## src/rtl/score_display_sequencer_if.sv

```systemverilog
// Score path between the tracker and the three-digit display sequencer.
// The tracker (or a bench) drives the master side; the sequencer is the slave side.
interface score_display_sequencer_if #(
    parameter int SCORE_W = 8
);
    logic               badColl;
    logic [SCORE_W-1:0] curr_score;
    logic [SCORE_W-1:0] high_score;
    logic               game_over;
    logic               score_clr;
    logic [1:0]         digit_sel;
    logic [3:0]         digit_val;
    logic               seg_en;
    logic               conv_busy;

    modport master (
        output badColl, curr_score, high_score,
        input  game_over, score_clr, digit_sel, digit_val, seg_en, conv_busy
    );

    modport slave (
        input  badColl, curr_score, high_score,
        output game_over, score_clr, digit_sel, digit_val, seg_en, conv_busy
    );
endinterface

```

## src/rtl/score_display_sequencer.sv

```systemverilog
// Game-over flash/hold sequencer with a shift-and-add-3 BCD converter and a
// three-digit scan that feeds the multiplexed seven-segment decoders.
module score_display_sequencer #(
    parameter int SCORE_W     = 8,
    parameter int MAX_SCORE   = 140,
    parameter int FLASH_TICKS = 1000000,
    parameter int FLASH_COUNT = 8,
    parameter int HOLD_TICKS  = 2000000
) (
    input logic                        clk,
    input logic                        nRst,
    score_display_sequencer_if.slave   sif
);

    localparam int TICK_MAX = (FLASH_TICKS > HOLD_TICKS) ? FLASH_TICKS : HOLD_TICKS;
    localparam int TICK_W   = $clog2(TICK_MAX + 1);
    localparam int HALF_W   = $clog2(FLASH_COUNT + 1);
    localparam int CNT_W    = $clog2(SCORE_W + 1);
    localparam int SR_W     = SCORE_W + 12;

    localparam logic [SCORE_W-1:0] MAX_SCORE_V   = SCORE_W'(MAX_SCORE);
    localparam logic [TICK_W-1:0]  FLASH_LAST    = TICK_W'(FLASH_TICKS - 1);
    localparam logic [TICK_W-1:0]  HOLD_LAST     = TICK_W'(HOLD_TICKS - 1);
    localparam logic [HALF_W-1:0]  FLASH_HALVES  = HALF_W'(FLASH_COUNT);
    localparam logic [CNT_W-1:0]   LAST_SHIFT    = CNT_W'(SCORE_W - 1);

    typedef enum logic [1:0] {
        PLAY  = 2'd0,
        FLASH = 2'd1,
        HOLD  = 2'd2
    } state_e;

    state_e             state_q, state_d;
    logic [TICK_W-1:0]  tick_q, tick_d;
    logic [HALF_W-1:0]  half_q, half_d;
    logic               score_clr_q, score_clr_d;
    logic               busy_q, busy_d;
    logic [CNT_W-1:0]   cnt_q, cnt_d;
    logic [SR_W-1:0]    shift_q, shift_d;
    logic [SCORE_W-1:0] snap_q, snap_d;
    logic [SCORE_W-1:0] last_q, last_d;
    logic [11:0]        bcd_q, bcd_d;
    logic [1:0]         digit_sel_q, digit_sel_d;
    logic [3:0]         digit_val_q, digit_val_d;
    logic               seg_en_q, seg_en_d;
    logic [SCORE_W-1:0] src;

    // One double-dabble step: correct every BCD nibble that would overflow, then shift.
    function automatic logic [SR_W-1:0] dabble_step(input logic [SR_W-1:0] v);
        logic [SR_W-1:0] r;
        r = v;
        for (int k = 0; k < 3; k++) begin
            if (r[SCORE_W + 4*k +: 4] >= 4'd5)
                r[SCORE_W + 4*k +: 4] = r[SCORE_W + 4*k +: 4] + 4'd3;
        end
        return r << 1;
    endfunction

    // NOTE: every variable gets a default before the case so no path leaves it unassigned (no latch).
    always_comb begin
        state_d     = state_q;
        tick_d      = tick_q;
        half_d      = half_q;
        score_clr_d = 1'b0;
        unique case (state_q)
            PLAY: begin
                // curr_score is stale while the tracker is still clearing it
                if (sif.badColl || (!score_clr_q && sif.curr_score >= MAX_SCORE_V)) begin
                    state_d = FLASH;
                    tick_d  = '0;
                    half_d  = '0;
                end
            end
            FLASH: begin
                if (tick_q == FLASH_LAST) begin
                    tick_d = '0;
                    half_d = half_q + HALF_W'(1);
                    if (half_d == FLASH_HALVES) state_d = HOLD;
                end else begin
                    tick_d = tick_q + TICK_W'(1);
                end
            end
            HOLD: begin
                if (tick_q == HOLD_LAST) begin
                    state_d     = PLAY;
                    tick_d      = '0;
                    score_clr_d = 1'b1;
                end else begin
                    tick_d = tick_q + TICK_W'(1);
                end
            end
            default: state_d = PLAY;
        endcase
    end

    assign src = (state_q == PLAY) ? sif.curr_score : sif.high_score;

    always_comb begin
        busy_d  = busy_q;
        cnt_d   = cnt_q;
        shift_d = shift_q;
        snap_d  = snap_q;
        last_d  = last_q;
        bcd_d   = bcd_q;
        if (busy_q) begin
            shift_d = dabble_step(shift_q);
            cnt_d   = cnt_q + CNT_W'(1);
            // Digits and last value update together so the display never shows a partial result
            if (cnt_q == LAST_SHIFT) begin
                busy_d = 1'b0;
                cnt_d  = '0;
                bcd_d  = shift_d[SR_W-1 -: 12];
                last_d = snap_q;
            end
        end else if (src != last_q) begin
            busy_d  = 1'b1;
            cnt_d   = '0;
            shift_d = {12'd0, src};
            snap_d  = src;
        end
    end

    // Scan outputs are computed from next-state values so they line up with digit_sel.
    always_comb begin
        digit_sel_d = (digit_sel_q == 2'd2) ? 2'd0 : digit_sel_q + 2'd1;
        unique case (digit_sel_d)
            2'd0:    digit_val_d = bcd_d[3:0];
            2'd1:    digit_val_d = bcd_d[7:4];
            default: digit_val_d = bcd_d[11:8];
        endcase
        seg_en_d = !((state_d == FLASH) && half_d[0]);
    end

    // NOTE: state registers use non-blocking assignments so all flops update from pre-edge values.
    // NOTE: every register here, including the BCD and snapshot stores, is reset so an abort leaves no stale digits.
    always_ff @(posedge clk or negedge nRst) begin
        if (!nRst) begin
            state_q     <= PLAY;
            tick_q      <= '0;
            half_q      <= '0;
            score_clr_q <= 1'b0;
            busy_q      <= 1'b0;
            cnt_q       <= '0;
            shift_q     <= '0;
            snap_q      <= '0;
            last_q      <= '0;
            bcd_q       <= '0;
            digit_sel_q <= 2'd0;
            digit_val_q <= 4'd0;
            seg_en_q    <= 1'b0;
        end else begin
            state_q     <= state_d;
            tick_q      <= tick_d;
            half_q      <= half_d;
            score_clr_q <= score_clr_d;
            busy_q      <= busy_d;
            cnt_q       <= cnt_d;
            shift_q     <= shift_d;
            snap_q      <= snap_d;
            last_q      <= last_d;
            bcd_q       <= bcd_d;
            digit_sel_q <= digit_sel_d;
            digit_val_q <= digit_val_d;
            seg_en_q    <= seg_en_d;
        end
    end

    assign sif.game_over = (state_q != PLAY);
    assign sif.score_clr = score_clr_q;
    assign sif.digit_sel = digit_sel_q;
    assign sif.digit_val = digit_val_q;
    assign sif.seg_en    = seg_en_q;
    assign sif.conv_busy = busy_q;

endmodule

```

## src/flat_wrapper.sv

```systemverilog
// flat-port wrapper written by rule: the top's interface ports become plain ports
module score_display_sequencer_flat 
#(
    parameter int SCORE_W     = 8,
    parameter int MAX_SCORE   = 140,
    parameter int FLASH_TICKS = 1000000,
    parameter int FLASH_COUNT = 8,
    parameter int HOLD_TICKS  = 2000000
)
  (clk, nRst, sif_badColl, sif_curr_score, sif_high_score, sif_game_over, sif_score_clr, sif_digit_sel, sif_digit_val, sif_seg_en, sif_conv_busy);
  score_display_sequencer_if #(.SCORE_W(SCORE_W)) sif_i ();
  input logic clk;
  input logic nRst;
  input wire logic [$bits(sif_i.badColl)-1:0] sif_badColl;
  input wire logic [$bits(sif_i.curr_score)-1:0] sif_curr_score;
  input wire logic [$bits(sif_i.high_score)-1:0] sif_high_score;
  output wire logic [$bits(sif_i.game_over)-1:0] sif_game_over;
  output wire logic [$bits(sif_i.score_clr)-1:0] sif_score_clr;
  output wire logic [$bits(sif_i.digit_sel)-1:0] sif_digit_sel;
  output wire logic [$bits(sif_i.digit_val)-1:0] sif_digit_val;
  output wire logic [$bits(sif_i.seg_en)-1:0] sif_seg_en;
  output wire logic [$bits(sif_i.conv_busy)-1:0] sif_conv_busy;
  assign sif_i.badColl = sif_badColl;
  assign sif_i.curr_score = sif_curr_score;
  assign sif_i.high_score = sif_high_score;
  assign sif_game_over = sif_i.game_over;
  assign sif_score_clr = sif_i.score_clr;
  assign sif_digit_sel = sif_i.digit_sel;
  assign sif_digit_val = sif_i.digit_val;
  assign sif_seg_en = sif_i.seg_en;
  assign sif_conv_busy = sif_i.conv_busy;
  score_display_sequencer #(.SCORE_W(SCORE_W), .MAX_SCORE(MAX_SCORE), .FLASH_TICKS(FLASH_TICKS), .FLASH_COUNT(FLASH_COUNT), .HOLD_TICKS(HOLD_TICKS)) u_core (.clk(clk), .nRst(nRst), .sif(sif_i));
endmodule
```

## config.mk

```make
export PLATFORM = sky130hd
export DESIGN_NAME = score_display_sequencer_flat
export DESIGN_NICKNAME = d
export VERILOG_FILES = /design/src/rtl/score_display_sequencer_if.sv /design/src/rtl/score_display_sequencer.sv /design/src/flat_wrapper.sv
export SDC_FILE = /design/constraint.sdc
export NUM_CORES = 1
export LEC_CHECK = 0
export ABC_AREA = 1
export CAP_MARGIN = 10
export CORE_MARGIN = 8
export CORE_UTILIZATION = 50
export DETAILED_ROUTE_END_ITERATION = 10
export PLACE_DENSITY = 0.7
export SLEW_MARGIN = 20
export SYNTH_ARGS = -nofsm -noshare
export SYNTH_HDL_FRONTEND = slang
export SYNTH_SLANG_ARGS = --single-unit
```

## constraint.sdc

```tcl
create_clock -name clk -period 5.2 [get_ports clk]
set_input_delay 0.52 -clock clk [delete_from_list [all_inputs] [get_ports clk]]
set_output_delay 0.52 -clock clk [all_outputs]
set_load 0.03 [all_outputs]
```

==> load_flow_metrics.sql <==
INSERT INTO impl_metrics (metric_group, metric, value, unit) VALUES
('global_route', 'grt_antenna_before_repair', '0', ''),
('floorplanning', 'io_pins', '29', ''),
('finish', 'antenna_cells', '0', ''),
('sta', 'rsz0062_at_grt', 'false', ''),
('setup_path', 'worstPathArrival', '3.05', 'ns'),
('yosys', 'seq_area_frac_synth', '44.6', '%'),
('status', 'run_status', 'completed', ''),
('yosys', 'synth_top_area_share', '44.6', '%'),
('hold_path', 'hold_path.class', 'in2async', ''),
('yosys', 'post_synth_inst_count', '673', ''),
('sta', 'max_slew_violations', '0', ''),
('yosys', 'postSynthNetCount', '705', ''),
('yosys', 'post_synth_most_frequent_cells', 'sky130_fd_sc_hd__nand2_1, sky130_fd_sc_hd__dfrtp_1, sky130_fd_sc_hd__inv_1', ''),
('place', 'gpl.final_weighted_congestion', '0.920', ''),
('clock_tree', 'cts_htree_levels', '3', ''),
('place', 'port_buffers', '28', ''),
('setup_path', 'delay_heaviest_family_cp', 'simple AND/OR/NAND/NOR gates', ''),
('drt', 'drt_first_iter_violations', '311', ''),
('drt', 'avgRoutedWirePerCell', '14.5', 'um'),
('sta', 'timing.setup.tns', '0', 'ns'),
('power', 'pwr_density_cell', '502', 'nW/um^2'),
('global_route', 'first_global_vias', '4265', ''),
('global_route', 'globalRoute.totalOverflow', '0', ''),
('setup_path', 'endpoint_kind', 'flip-flop', ''),
('sta', 'max_slew.worst_pin.slew', '0.738', 'ns'),
('sta', 'finalWorstPathRequiredPeriod', '2.80', 'ns'),
('clock_tree', 'insertion_delay', '0.38', 'ns'),
('yosys', 'synth_cell_types', '29', ''),
('drt', 'route.detailed.vias_per_inst', '5.16', ''),
('yosys', 'synth_seq_cells', '88', ''),
('floorplanning', 'die_h', '115', 'um'),
('clock_tree', 'cts_tree', 'yes', ''),
('clock_tree', 'clkSinkCount', '88', ''),
('flow_run', 'cap_violations', '0', ''),
('global_route', 'met1_usage', '23.3', '%'),
('floorplanning', 'fp-row-count', '36', ''),
('floorplanning', 'core_region_area', '9680', 'sq um'),
('global_route', 'wire_length_of_the_first_global_routing_pass', '20500', 'um'),
('sta', 'period_share', '53.8', '%'),
('yosys', 'synth.avg_cell_area', '7.34', 'sq um'),
('setup_path', 'cp.required', '5.45', 'ns'),
('setup_path', 'worstPathCellList', 'inv_1 > ha_1 > inv_2 > o21ai_1 > xnor2_1 > nand2_1 > nor2_4 > nand3_2 > nand2_1 > nand2_1', ''),
('floorplanning', 'fp.dieW', '115', 'um'),
('drt', 'drcViolationCount', '0', ''),
('drt', 'detail-route-antenna-nets', '0', ''),
('power', 'final_power', '2760', 'uW'),
('global_route', 'grt.met3_usage', '3.31', '%'),
('yosys', 'edff_count_synth', '0', ''),
('global_route', 'gr-usage-all-layers', '19.3', '%'),
('clock_tree', 'post_cts_gate_resize_count', '0', ''),
('sta', 'clock-skew-final', '0.0232', 'ns'),
('setup_path', 'max_stage_delay', '0.51', 'ns'),
('power', 'peakVddDrop', '0.000217', 'V'),
('yosys', 'synth.most_common_cell', 'sky130_fd_sc_hd__nand2_1', ''),
('sta', 'timing.final.setup_violations', '0', ''),
('setup_path', 'crit_fanout', '26', ''),
('finish', 'final_layout_size_suffix_gt1_share', '6.02', '%'),
('floorplanning', 'initial_core_util', '51.0', '%'),
('global_route', 'global_route.usage.met2', '33.1', '%'),
('drt', 'route.final.wire_length', '12000', 'um'),
('drt', 'drt_first_pass_iters', '4', ''),
('setup_path', 'criticalPathCategory', 'reg2reg', ''),
('clock_tree', 'clock_transition_at_the_register_clock_pins_on_the_worst_setup_and_hold_paths_after_cts', '0.11', 'ns'),
('floorplanning', 'fp.dieArea', '13300', 'sq um'),
('yosys', 'post_synth_instance_area', '4940', 'sq um'),
('finish', 'syn_to_final_growth', '11.5', '%'),
('clock_tree', 'cts_post_setup_buffers_inserted', '0', ''),
('yosys', 'synthFlopType', 'sky130_fd_sc_hd__dfrtp_1', ''),
('sta', 'relSlewSlack', '50.6', '%'),
('sta', 'final-hold-violation-count', '0', ''),
('yosys', 'yosysWarnings', '0', '');
## stage by stage
step / cells / instance area [sq um] / worst slack (ns) / hold slack [ns]
after floorplan: 673 / 4940 / 3.34 / 0.224
after global placement: 815 / 5290 / 2.46 / 0.453
after detailed placement: 815 / 5290 / 2.45 / 0.460
after CTS: 831 / 5510 / 2.43 / 0.138
after global routing: 831 / 5510 / 2.15 / 0.158
final: 831 / 5510 / 2.40 / 0.126
## power breakdown
part,switching (uW),internal (uW),leakage (uW)
combinational,788,390,0.00151
sequential,147,905,0.00114
clock,262,272,0.000110
total,1200,1570,0.00275
## worst register-to-register path, stage by stage, from the launching register on
cell and delay [ns]:
sky130_fd_sc_hd__dfrtp_1 0.42, sky130_fd_sc_hd__inv_1 0.11, sky130_fd_sc_hd__ha_1 0.38, sky130_fd_sc_hd__inv_2 0.20, sky130_fd_sc_hd__o21ai_1 0.30, sky130_fd_sc_hd__xnor2_1 0.15, sky130_fd_sc_hd__nand2_1 0.11, sky130_fd_sc_hd__nor2_4 0.51
sky130_fd_sc_hd__nand3_2 0.30, sky130_fd_sc_hd__nand2_1 0.14, sky130_fd_sc_hd__nand2_1 0.06
## cell type report
type | count | area (sq um)
timing repair buffer | 30 | 293
inverter | 64 | 240
sequential | 88 | 2200
tap | 133 | 166
multi-input combinational | 500 | 2380
clock buffer | 9 | 124
clock inverter | 7 | 95.1
fill | 899 | 4180
## placed cells by master, fill, tap and decap left out, types with 3 or more instances in the layout
| master | n |
|---|---|
| sky130_fd_sc_hd__o21ai_0 | 26 |
| sky130_fd_sc_hd__xnor2_1 | 7 |
| sky130_fd_sc_hd__nor2_4 | 3 |
| sky130_fd_sc_hd__nor2_1 | 58 |
| sky130_fd_sc_hd__xor2_1 | 12 |
| sky130_fd_sc_hd__ha_1 | 13 |
| sky130_fd_sc_hd__nand2_1 | 249 |
| sky130_fd_sc_hd__dfrtp_1 | 88 |
| sky130_fd_sc_hd__or2_2 | 5 |
| sky130_fd_sc_hd__nor3_1 | 7 |
| sky130_fd_sc_hd__buf_4 | 3 |
| sky130_fd_sc_hd__clkdlybuf4s50_1 | 27 |
| sky130_fd_sc_hd__clkbuf_8 | 9 |
| sky130_fd_sc_hd__a21oi_1 | 17 |
| sky130_fd_sc_hd__inv_1 | 59 |
| sky130_fd_sc_hd__nand2_2 | 4 |
| sky130_fd_sc_hd__nand4_1 | 29 |
| sky130_fd_sc_hd__inv_2 | 5 |
| sky130_fd_sc_hd__nand3_1 | 56 |
| sky130_fd_sc_hd__o21ai_1 | 4 |
## layer usage
metal | up-vias | wire length [um]
li1 | 2173 | -
met1 | 2016 | 5350
met2 | 77 | 5960
met3 | 21 | 404
met4 | 0 | 314
met5 | - | 0
## cell families (layout without fill, tap and decap cells)
logic type / count (synthesis) / after routing / synth area share (%)
AND/OR/NAND/NOR: 420 / 420 / 36.7
flip-flops: 88 / 88 / 44.6
buffers and inverters: 85 / 110 / 7.10
AO/OA/AOI/OAI: 48 / 48 / 4.94
XOR/XNOR: 19 / 19 / 3.37
adder cells (fa/ha/maj): 13 / 13 / 3.29
## path summary, 6_finish.rpt
kind,startpoint,to,slack (ns),depth (start not counted)
max in group asynchronous,nRst,u_core.bcd_q[9],4.06,2
min,nRst,u_core.last_q[5],0.13,1
max reg2reg,u_core.state_q[0],u_core.shift_q[1],2.40,10
min reg2reg,u_core.snap_q[1],u_core.snap_q[1],0.48,2
min in group clk,u_core.snap_q[1],u_core.snap_q[1],0.48,2
max,u_core.state_q[0],u_core.shift_q[1],2.40,10
## state kept, by name, indices dropped and copies added, names as in the netlist
name,flops
u_core.sif.score_clr,1
u_core.bcd_q,12
u_core.cnt_q,4
u_core.snap_q,8
u_core.tick_q,21
u_core.shift_q,20
u_core.state_q,2
u_core.sif.digit_sel,2
u_core.half_q,4
u_core.sif.conv_busy,1
u_core.sif.digit_val,4
u_core.sif.seg_en,1
u_core.last_q,8
No activity file was read; power rests on OpenSTA's default activity.
